### src/rtl/msg_uart_tx.sv
`default_nettype none
// ============================================================================
// Module   : msg_uart_tx
// Purpose  : Sends a short message from a character ROM over 8N1 UART.
//            Characters are read one per frame starting at address 0; the
//            message ends after MSG_LEN characters or at the first NUL byte.
// Revision : 1.0 - initial release
// ============================================================================
module msg_uart_tx #(
  parameter int CLKS_PER_BIT = 434,
  parameter int MSG_LEN      = 8
) (
  input  logic       clk,
  input  logic       rst,
  input  logic       start,
  output logic [3:0] addr,
  input  logic [7:0] data,
  output logic       tx,
  output logic       busy,
  output logic       done
);

  localparam int                 CNT_W     = $clog2(CLKS_PER_BIT);
  localparam logic [CNT_W-1:0]   CNT_LAST  = CNT_W'(CLKS_PER_BIT - 1);
  localparam logic [3:0]         ADDR_LAST = 4'(MSG_LEN - 1);

  typedef enum logic [2:0] {
    S_IDLE  = 3'd0,
    S_FETCH = 3'd1,
    S_START = 3'd2,
    S_DATA  = 3'd3,
    S_STOP  = 3'd4
  } state_t;

  state_t           state;
  state_t           state_nx;
  logic [CNT_W-1:0] cyc_cnt;
  logic [CNT_W-1:0] cyc_cnt_nx;
  logic [2:0]       bit_cnt;
  logic [2:0]       bit_cnt_nx;
  logic [7:0]       shreg;
  logic [7:0]       shreg_nx;
  logic [3:0]       addr_nx;
  logic             tx_nx;
  logic             done_nx;
  logic             bit_end;

  assign bit_end = (cyc_cnt == CNT_LAST);
  assign busy    = (state != S_IDLE);

  // State register
  always_ff @(posedge clk) begin
    if (rst) begin
      state <= S_IDLE;
    end else begin
      state <= state_nx;
    end
  end

  // Next-state and next-datapath values; the counter restarts on every state change
  always_comb begin
    state_nx   = state;
    cyc_cnt_nx = cyc_cnt + 1'b1;
    bit_cnt_nx = bit_cnt;
    shreg_nx   = shreg;
    addr_nx    = addr;
    done_nx    = 1'b0;
    case (state)
      S_IDLE: begin
        cyc_cnt_nx = '0;
        bit_cnt_nx = 3'd0;
        if (start) begin
          state_nx = S_FETCH;
          addr_nx  = 4'd0;
        end
      end
      S_FETCH: begin
        cyc_cnt_nx = '0;
        bit_cnt_nx = 3'd0;
        if (data == 8'h00) begin
          state_nx = S_IDLE;
          done_nx  = 1'b1;
          addr_nx  = 4'd0;
        end else begin
          shreg_nx = data;
          state_nx = S_START;
        end
      end
      S_START: begin
        if (bit_end) begin
          state_nx   = S_DATA;
          cyc_cnt_nx = '0;
        end
      end
      S_DATA: begin
        if (bit_end) begin
          cyc_cnt_nx = '0;
          bit_cnt_nx = bit_cnt + 3'd1;
          shreg_nx   = {1'b0, shreg[7:1]};
          if (bit_cnt == 3'd7) begin
            state_nx = S_STOP;
          end
        end
      end
      S_STOP: begin
        if (bit_end) begin
          cyc_cnt_nx = '0;
          if (addr == ADDR_LAST) begin
            state_nx = S_IDLE;
            done_nx  = 1'b1;
            addr_nx  = 4'd0;
          end else begin
            state_nx = S_FETCH;
            addr_nx  = addr + 4'd1;
          end
        end
      end
      default: begin
        state_nx   = S_IDLE;
        cyc_cnt_nx = '0;
        bit_cnt_nx = 3'd0;
        addr_nx    = 4'd0;
      end
    endcase

    // tx is registered from the upcoming state so the line changes cleanly on the clock
    case (state_nx)
      S_START: tx_nx = 1'b0;
      S_DATA:  tx_nx = shreg_nx[0];
      default: tx_nx = 1'b1;
    endcase
  end

  // Datapath registers: counters, shift register, address, line and done pulse
  always_ff @(posedge clk) begin
    if (rst) begin
      cyc_cnt <= '0;
      bit_cnt <= 3'd0;
      shreg   <= 8'h00;
      addr    <= 4'd0;
      tx      <= 1'b1;
      done    <= 1'b0;
    end else begin
      cyc_cnt <= cyc_cnt_nx;
      bit_cnt <= bit_cnt_nx;
      shreg   <= shreg_nx;
      addr    <= addr_nx;
      tx      <= tx_nx;
      done    <= done_nx;
    end
  end

endmodule
`default_nettype wire

### config.mk
export PLATFORM = sky130hd
export DESIGN_NAME = msg_uart_tx
export DESIGN_NICKNAME = d
export VERILOG_FILES = /design/src/rtl/msg_uart_tx.sv
export SDC_FILE = /design/constraint.sdc
export NUM_CORES = 1
export LEC_CHECK = 0
export CAP_MARGIN = 20
export CORE_ASPECT_RATIO = 0.75
export CORE_MARGIN = 8
export CORE_UTILIZATION = 54
export DETAILED_ROUTE_END_ITERATION = 8
export PLACE_DENSITY_LB_ADDON = 0.12
export SLEW_MARGIN = 20
export SYNTH_ARGS = -nofsm -noshare
export SYNTH_HDL_FRONTEND = slang
export SYNTH_SLANG_ARGS = --single-unit
### constraint.sdc
create_clock -name clk -period 2.6 [get_ports clk]
set_clock_uncertainty 0.15 [all_clocks]
set_input_delay 0.26 -clock clk [delete_from_list [all_inputs] [get_ports clk]]
set_output_delay 0.26 -clock clk [all_outputs]
set_load 0.005 [all_outputs]
# Word level (Yosys, flattened, before mapping)

Cells that the tools add are included.

$add $sub $neg: 3
Multiply operators: 0
Divide/modulo/power cells: 0
$lt $le $gt $ge: 0
Equal/unequal tests: 14
Shifts and indexed selects: 0
Muxes and demuxes: 23
Bitwise logic cells: 3
Reduce and logical (&&, ||, !) cells: 11

Operators with widths:

| operator                                                        | count |
|---|---|
| 3-bit two-way mux                                               | 6 |
| 4-bit two-way mux                                               | 4 |
| 8-bit two-way mux                                               | 2 |
| 4-bit one-hot mux with 4 select lines                           | 1 |
| 8-bit one-hot mux with 2 select lines                           | 1 |
| 3-bit one-hot mux with 5 select lines                           | 1 |
| 3-bit by 2-bit == test with 1-bit output, second input constant | 4 |
| 2-bit != test, second input constant                            | 5 |
| 9-bit by 1-bit adder with 9-bit output, second input constant   | 1 |
| 9-bit == test, second input constant                            | 1 |
| 8-bit zero test                                                 | 1 |
| 3-bit == test, second input constant                            | 2 |
| 3-bit one-hot mux with 2 select lines                           | 1 |
| 3-bit OR reduction                                              | 2 |
| 4-bit by 1-bit adder with 4-bit output, second input constant   | 1 |
| 4-bit by 3-bit == test with 1-bit output, second input constant | 1 |
| 1-bit two-way mux                                               | 4 |
| 1-bit one-hot mux with 2 select lines                           | 2 |
| 4-bit AND reduction                                             | 1 |
| 2-bit OR reduction                                              | 2 |
| 3-bit by 1-bit adder with 3-bit output, second input constant   | 1 |
| 3-bit by 1-bit == test with 1-bit output, second input constant | 1 |
| 3-bit zero test                                                 | 1 |
| 1-bit inverter                                                  | 3 |
| 5 further kinds                                                 | 5 |

Register bits after elaboration: 29
Latch bits: 0
RAM bits: 0
ROM bits: 0
Input bits: 11
Logic and storage cells: 62
Memories: 0

# Depth between registers and ports, before layout

Depth after elaboration: 6
Gate-level depth with buffers: 8
Gate-level depth less buffers: 7

# Worst setup path before layout

No wires, ideal clock.

Path type: register -> register
Start: register cyc_cnt[0]
End: register tx
Setup time: 0.125 ns
Arrival time: 1.675 ns
Data required time: 2.325 ns
Setup slack: 0.650 ns
Cell stages (with the launch flop): 8
Buffers on the path: 1
Clock period less this slack: 1.950 ns
Cell sequence: dfxtp_1 ha_1 and4b_1 nand4_1 and2_2 buf_2 a221oi_1 o21ai_1

Word-level cells in the longest chain between the ends: 5
Elaborated cells on any way between the ends: 10
Those cells by class: 3 x eq/ne; 7 x mux

Ends and longest elaborated chain:

| item                                        | line        | text |
|---|---|---|
| from (decl)                                 | 37          | `logic [CNT_W-1:0] cyc_cnt;` |
| from (signal assigned)                      | 144         | `cyc_cnt <= cyc_cnt_nx;` |
| 9-bit == test *                             | 48          | `assign bit_end = (cyc_cnt == CNT_LAST);` |
| 3-bit two-way mux, on equally long branches | 106, 90, 96 |  |
| 3-bit one-hot mux with 5 select lines       | 68          | `case (state)` |
| 3-bit by 2-bit == test with 1-bit output    | 127         | `case (state_nx)` |
| 1-bit one-hot mux with 2 select lines *     | 127         |  |
| to (signal assigned)                        | 148         | `tx <= tx_nx;` |
| to (decl)                                   | 18          | `output logic tx,` |

Every way passes the cells marked *; elsewhere a longest branch is shown, timed or not. The select of a mux whose other input is x is not followed.
A chain may end at the register's enable or synchronous reset.

# Final worst setup path

Start: input data[0]
End: register addr[2]

Word-level cells in the longest chain between the ends: 3

Ends and longest elaborated chain:

| item                                 | line | text |
|---|---|---|
| from (decl)                          | 17   | `input logic [7:0] data,` |
| 8-bit zero test                      | 80   | `if (data == 8'h00) begin` |
| 2-bit != test (no source line)       | n/a  |  |
| 4-bit AND reduction (no source line) | n/a  |  |
| to (signal assigned)                 | 147  | `addr <= addr_nx;` |
| to (decl)                            | 16   | `output logic [3:0] addr,` |

No other way between the ends.

==> results.tsv <==
stage	metric	value	unit
clock_network	post-CTS setup buffer count	0	
timing	fin crit share	83.5	%
die	die width	75.4	um
grt	pin count of the biggest net entering global routing	15	
timing	Tightest Pin Transition	0.493	ns
die	full die area	4560	sq um
setup_path	WP data required	2.70	ns
setup_path	crit start category	primary input	
power	VDD IR max	374	uV
placed_design	placed wire-length estimate	2440	um
clock_network	Hold Buf Count CTS	0	
timing	Final setup viols	0	
power	static leakage	0.000643	uW
timing	setup slack after layout	0.428	ns
detailed_routing	Via density	5.52	
clock_network	Root Buffer	clkbuf_4	
clock_network	CTS tree	built	
timing	fmax	460	MHz
die	num rows	16	
timing	endpoints failing hold	0	
synth	synth top area cells	dfxtp_1 41%, nor2_1 6.6%, ha_1 4.4%, a21oi_1 3.9%, o21ai_0 3.9%	
placed_design	port bufs	17	
synth	Syn Nets	181	
die	Starting Density	55.7	%
setup_path	worst r2r path cells	4	
layout	most frequent cells in the layout	29 x dfxtp_1, 25 x nor2_1, 17 x clkdlybuf4s50_1	
synth	Mapped Cells	165	
grt	GR Overflow Total	0	
layout	most common cell after layout, fill and taps aside	dfxtp_1	
timing	RSZ-0062 raised after global routing	false	
worst_hold_path	worst hold path class	register to register	
detailed_routing	per-cell routed wire length	14.6	um
layout	Inserted Diodes	0	
clock_network	CTS max path bufs	2	
timing	setup total negative slack	0	ns
grt	first-pass GRT wire length	5340	um
layout	Multi-input gate area	782	sq um
layout	synth-to-layout area growth	20.9	%
clock_network	TritonCTS buffer count	5	
placed_design	RD Place Congestion	0.827	
placed_design	Post-Place Setup Slack	0.151	ns
clock_network	CTS sink count	29	
synth	Post-synth EDFFs	0	
job	Max-Cap Viols	0	
detailed_routing	post-route ant nets	0	
worst_hold_path	WHS Path Cells	1	
clock_network	clock slew at reported path FFs	0.09	ns
setup_path	Critical Path Sink Type	register	
detailed_routing	length of the first detailed-routing pass in iterations	4	
synth	Mapped Avg Cell Area	8.65	sq um
timing	minimum clock period	2.17	ns
synth	Yosys Warn Count	0	
clock_network	Clock Latency Late Sink	0.34	ns
synth	synthesized area	1430	sq um
synth	Seq/Total Area, Yosys	40.7	%
synth	share of the synthesized area in the top cell type	40.7	%
power	PwrDens	558	nW/um^2
synth	most area-hungry cell type in the Yosys netlist	dfxtp_1	
run_status	status	completed	
die	IO Pins	18	
layout	Fill cells	245	
grt	initial antenna violation count	0	
clock_network	H-tree depth	2	
clock_network	post-cts sizing count	0	
die	die height	60.5	um
timing	Rel. slew slack	66.8	%
timing	hold_ws	0.321	ns
timing	Slew Viols, Final	0	
detailed_routing	DRC	0	
layout	NumNets Final	201	
setup_path	Arr. time, crit path	2.27	ns
setup_path	WS Path Type	primary input to register	
grt	vias in the first global route	1149	
die	Core Area	2560	sq um
grt	GRT Total Usage	15.6	%
detailed_routing	DR iter-0 viols	117	
layout	Core Util, Final	67.4	%
synth	Yosys cell types	39	
synth	Synth async-reset ratio	0	%
setup_path	R2R setup slack	0.51	ns
synth	main flop type after synthesis	dfxtp_1	
setup_path	Crit Path Max Fanout	9	
detailed_routing	DRT Wirelength	3230	um
layout	sequential cell area	581	sq um
detailed_routing	DR vias	1225	
layout	fraction of layout cells with a size suffix above 1	10.8	%
synth	Yosys reg bits	29	
## kinds of logic (layout without fill, tap and decap cells)
kind of cell / after synthesis / after routing / share of synthesized area, %
and+or+nand+nor: 68 / 68 / 26.9
AOI/OAI and AO/OA: 38 / 38 / 18.4
DFF: 29 / 29 / 40.7
buffers and inverters: 17 / 38 / 4.56
xor gates and xnor gates: 6 / 6 / 3.68
adders and majority gates: 5 / 5 / 4.38
muxes: 2 / 2 / 1.40
## critical path, stage by stage
cell and delay (ns):
clkdlybuf4s50_1 0.43, or4_4 0.58, o21ai_4 0.28, o211ai_4 0.13, or4_1 0.42, a21oi_1 0.16
## metrics by stage
step / instances / power (uW) / area (sq um)
2_1_floorplan: 165 / 543 / 1430
3_3_place_gp: 214 / 584 / 1640
3_5_place_dp: 214 / 587 / 1640
4_1_cts: 222 / 965 / 1730
5_1_grt: 222 / 1000 / 1730
6_report: 222 / 964 / 1730
## state kept, by name, summed over array words and instances, names as in the netlist
signal / flops
cyc_cnt: 9
shreg: 8
addr: 4
bit_cnt: 3
state: 3
done: 1
tx: 1
## routing by layer
layer | routed length, um | global-route usage (%)
met1 | 1560 | 19.9
met2 | 1500 | 23.7
met3 | 127 | 5.12
met4 | 46 | 6.54
met5 | 0 | 0
## area by class of cell
class                      count  share of cell area (%)
clock buffer                   7                    3.19
clock inverter                 1                    1.74
inverter                       9                    1.96
multi-input combinational    119                    45.3
sequential                    29                    33.6
tap                           36                    2.61
timing repair buffer          21                    11.6
## final timing paths
check                         from                    end
max                        data[0]   addr[2]$_SDFFE_PP0P_
min          cyc_cnt[0]$_SDFF_PP0_  cyc_cnt[0]$_SDFF_PP0_
max reg2reg    state[2]$_SDFF_PP0_   addr[3]$_SDFFE_PP0P_
min reg2reg  cyc_cnt[0]$_SDFF_PP0_  cyc_cnt[0]$_SDFF_PP0_
## where the power goes
part	switching [uW]	internal, uW	leakage, uW
clock network	157	230	0.0000455
logic	54.8	53.4	0.000363
registers	11.1	458	0.000235
## Yosys cell counts (all sizes together) (2+ instances only)
cell,count
nand3,5
nand2,5
nor3,2
a32oi,2
ha,5
nand4,3
dfxtp,29
clkbuf,7
a221oi,6
nor2b,2
and3,3
xor2,2
nor2,25
a21oi,11
and2,2
nand2b,8
inv,9
o21ai,13
mux2i,2
nor3b,2
or4,4
or3,2
xnor2,4
Note: power is estimated with default switching activity, not from simulation.
==> RTL change 1 (same settings) <==
Reset style: asynchronous (`rst`), changed in 2 clocked blocks.
--- a/src/rtl/msg_uart_tx.sv
+++ b/src/rtl/msg_uart_tx.sv
@@ -49,7 +49,7 @@
   assign busy    = (state != S_IDLE);
 
   // State register
-  always_ff @(posedge clk) begin
+  always_ff @(posedge clk or posedge rst) begin
     if (rst) begin
       state <= S_IDLE;
     end else begin
@@ -132,7 +132,7 @@
   end
 
   // Datapath registers: counters, shift register, address, line and done pulse
-  always_ff @(posedge clk) begin
+  always_ff @(posedge clk or posedge rst) begin
     if (rst) begin
       cyc_cnt <= '0;
       bit_cnt <= 3'd0;
Behaviour: differs if rst is asserted again (counterexample within 4 cycles, from zero or initial values and one cycle with rst high); with rst held inactive, the same outputs for 10 cycles.
==> RTL change 1 against the original RTL <==
Routed wire length down 12%; highest routed layer unchanged; critical path type unchanged; synthesized area grew 0.61%; sequential cell count is the same; final area is 0.29% lower; critical endpoint is now addr[3]$_DFFE_PP0P_; worst setup slack gained 84 ps; register-to-register slack improved by 30 ps.
Power is not compared: it rests on default switching activity, and its combinational part moved more than twofold at a synthesized area within 25%.
==> RTL change 1: results (changes against the original RTL) <==
DRT iter0 DRCs=86 (-26%); later-pin clock latency in the skew report=320 ps (-20 ps); Tot GR Track Use=15.06% (-0.56 points); Netlist cell types=38 (-2.6%); Worst Tran Pin Value=469.5 ps (-23.26 ps); clock slew seen by the registers of the worst setup and hold paths=about 80 ps; clk buf depth=2 (unchanged); Resize count post-CTS=0 (unchanged); biggest regs=cyc_cnt: 9 flops, shreg: 8 flops, addr: 4 flops; IO Port Bufs=17 (unchanged); GPL Wtd Cong=0.7841 (-5.2%); Leak=0.0007873 uW; first-pass GRT wire length=5037 um (-5.7%); CTS Buf Count=5 (unchanged); Ant. Diodes=0 (unchanged); Final HPWL DP=2108 um (-14%); Top Layer Used=met4; Post-CTS Setup Repair Bufs=0 (unchanged); drt total wl=2844 um (-12%); initial antenna violation count=0 (unchanged); Avg Cell Area, Syn=10.19 um^2 (+18%); vias in the first global route=1088 (-5.3%); Clock Tree Root=clkbuf_4; top post-synthesis cells by count=dfrtp_1, nand2_1, nor2_1; via/cell ratio=5.668 (+2.7%); cts hold-fix bufs=0 (unchanged); slowest cell on the critical path=or4_4; largest stage delay on the critical path=580 ps (about the same); met2 wire length=1282 um (-14%); Seq/Total Area, Yosys=50.61% (+9.9 points); status=complete, no violations; Synthesized Nets=157 (-13%); Yosys warnings=0 (unchanged); Top delay family on crit path=simple AND/OR/NAND/NOR gates; nets=182 (-9.5%); DP Area=0.001667 mm^2 (+1.5%); First-pass DRT Iterations=4 (unchanged); largest net degree at the start of global routing=30 (+15); met3 WL=250 um (+97%); WL/cell=14.08 um (-3.4%); synth top area cells=dfrtp_1, nand2_1, nor2_1; Async SR Flop Fraction=100.0% (+100 points); cell count after placement=195 (-8.9%); share of cells above drive strength 1=12.05% (+1.3 points); peak supply drop=0.3828 mV; worst min path class=in2async; arrival time worst endpoint=2170 ps (-100 ps); maximum level of the CTS H-tree=2 (unchanged); crit-path max FO=7 (-2); pre-CTS setup slack=186.3 ps (+35.19 ps); met1 WL=1235 um (-21%)
-- RTL change 1: final timing paths --
path	startpoint	endpoint	slack, ps	cells past startpoint
max	data[4]	addr[3]$_DFFE_PP0P_	510	6
min	rst	cyc_cnt[4]$_DFF_PP0_	160	3
max reg2reg	cyc_cnt[1]$_DFF_PP0_	addr[3]$_DFFE_PP0P_	540	7
min reg2reg	shreg[6]$_DFFE_PP0P_	shreg[6]$_DFFE_PP0P_	320	2
max in group asynchronous	rst	tx$_DFF_PP1_	1830	3
min in group clk	shreg[6]$_DFFE_PP0P_	shreg[6]$_DFFE_PP0P_	320	2
-- RTL change 1: kinds of logic after synthesis --
logic type / Yosys count / share of synthesized area [%]
AOI/OAI and AO/OA: 29 / 16.11
DFF: 29 / 50.61
and+or+nand+nor: 63 / 22.04
xor gates and xnor gates: 7 / 4.268
muxes: 1 / 0.7839
buffers and inverters: 7 / 1.829
adders and majority gates: 5 / 4.355
-- RTL change 1: metal layers --
metal	up-vias	global-route usage, %
li1	549	-
met1	535	18.99
met2	52	22.21
met3	9	4.785
met4	0	8.719
met5	-	0
-- RTL change 1: power by group --
group | switching [uW] | internal (uW)
registers | 1.64 | 451
logic | 15.8 | 17.7
clock network | 140 | 127
total | 158 | 596
-- RTL change 1: final cells by class --
cell class	instances	area, um^2
sequential	29	726.9
clock buffer	7	55.05
multi-input combinational	105	683.2
fill	214	840.8
tap	36	45.04
inverter	5	18.77
timing repair buffer	20	192.7
-- RTL change 1: worst min-delay path, delay by kind of cell --
family | cells | cell delay [ps]
buf+inv | 3 | 770
-- RTL change 1: through the flow --
stage	utilization (%)	power (uW)
4_1_cts	67.19	765.9
3_5_place_dp	65.04	496.3
3_3_place_gp	65.04	495.5
5_1_grt	67.19	786.2
6_report	67.19	754.1
2_1_floorplan	-	474.2
==> RTL change 2 (same flow settings) <==
Made on the original files. Set the parameter `CLKS_PER_BIT` to 108 (it was 434).
--- a/src/rtl/msg_uart_tx.sv
+++ b/src/rtl/msg_uart_tx.sv
@@ -7,7 +7,7 @@
 // Revision : 1.0 - initial release
 // ============================================================================
 module msg_uart_tx #(
-  parameter int CLKS_PER_BIT = 434,
+  parameter int CLKS_PER_BIT = 108,
   parameter int MSG_LEN      = 8
 ) (
   input  logic       clk,
Check against the original RTL: no difference found for any inputs over 10 cycles, from zero or initial values and one cycle with rst high; that may be too few to reach the edited logic, so the function may still have changed.
==> RTL change 2 against the original RTL <==
Global-route usage decreased by 1.3 points; critical path depth down 4; synthesized area shrank 6.7%; worst setup slack gained 150 ps; die area fell by 5.1%; non-clock buffer count fell by 2; combinational power decreased by 4%; final area is 10% lower; sequential cell count down 2; total power decreased by 25%; routed wire length shrank 15%.
==> RTL change 2: results (changes against the original RTL) <==
proportion of synthesized area in mux cells=1.502% (+0.10 points); met1 WL=1354 um (-13%); cell internal pwr=537.1 uW (-28%); met2 wire length=1182 um (-21%); post-route insts no fill=205 (-7.7%); Top delay family on crit path=buffers and inverters; status=complete, no violations; slew margin rel.=68.54% (+1.7 points); largest net degree at the start of global routing=20 (+5); combinational power=104 uW (-4%); GPL Wtd Cong=0.7530 (-9.0%); peak supply drop=0.4821 mV (+29%); synth top area cells=dfxtp_1, nor2_1, nand3_1; cell count after placement=201 (-6.1%); share of cells above drive strength 1=6.433% (-4.3 points); drt total wl=2755 um (-15%); met3 usage=4.899% (-0.22 points); Seq/Total Area, Yosys=40.56% (-0.10 points); pre-CTS setup slack=361.8 ps (+210.7 ps); Worst R2R Path Depth=5 (+1); Tot GR Track Use=14.28% (-1.3 points); via/cell ratio=5.654 (+2.5%); Synth Area in XOR/XNOR=3.944% (+0.26 points); clock slew seen by the registers of the worst setup and hold paths=140 ps (+50 ps); DP Area=0.001521 mm^2 (-7.3%); top post-synthesis cells by count=dfxtp_1, nor2_1, nand3_1; slowest cell on the critical path=clkdlybuf4s50_1; crit-path max FO=11 (+2); arrival time worst endpoint=1610 ps (-660 ps); met3 WL=205 um (+61%)
==> RTL change 2: changes by cell type after synthesis, moves of 5 or more <==
cell / before / now
a221oi_1: 6 / 0
nor2_1: 25 / 20
nand3_1: 5 / 13
a21oi_1: 11 / 5
o21ai_0: 11 / 6
nand2b_1: 8 / 2
a22o_1: 0 / 7
==> RTL change 2: worst paths after layout <==
kind	startpoint	slack, ps	endpoint
max	state[0]$_SDFF_PP0_	580	busy
min	cyc_cnt[0]$_SDFF_PP0_	310	cyc_cnt[0]$_SDFF_PP0_
max reg2reg	cyc_cnt[2]$_SDFF_PP0_	620	tx$_SDFF_PP1_
min reg2reg	cyc_cnt[0]$_SDFF_PP0_	310	cyc_cnt[0]$_SDFF_PP0_
==> RTL change 2: cell type report <==
type                       count  area, um^2
sequential                    27       540.5
tap                           34       42.54
multi-input combinational    111       715.7
clock inverter                 1       5.005
fill                         218       778.2
clock buffer                   3       22.52
timing repair buffer          19       185.2
inverter                      10       37.54
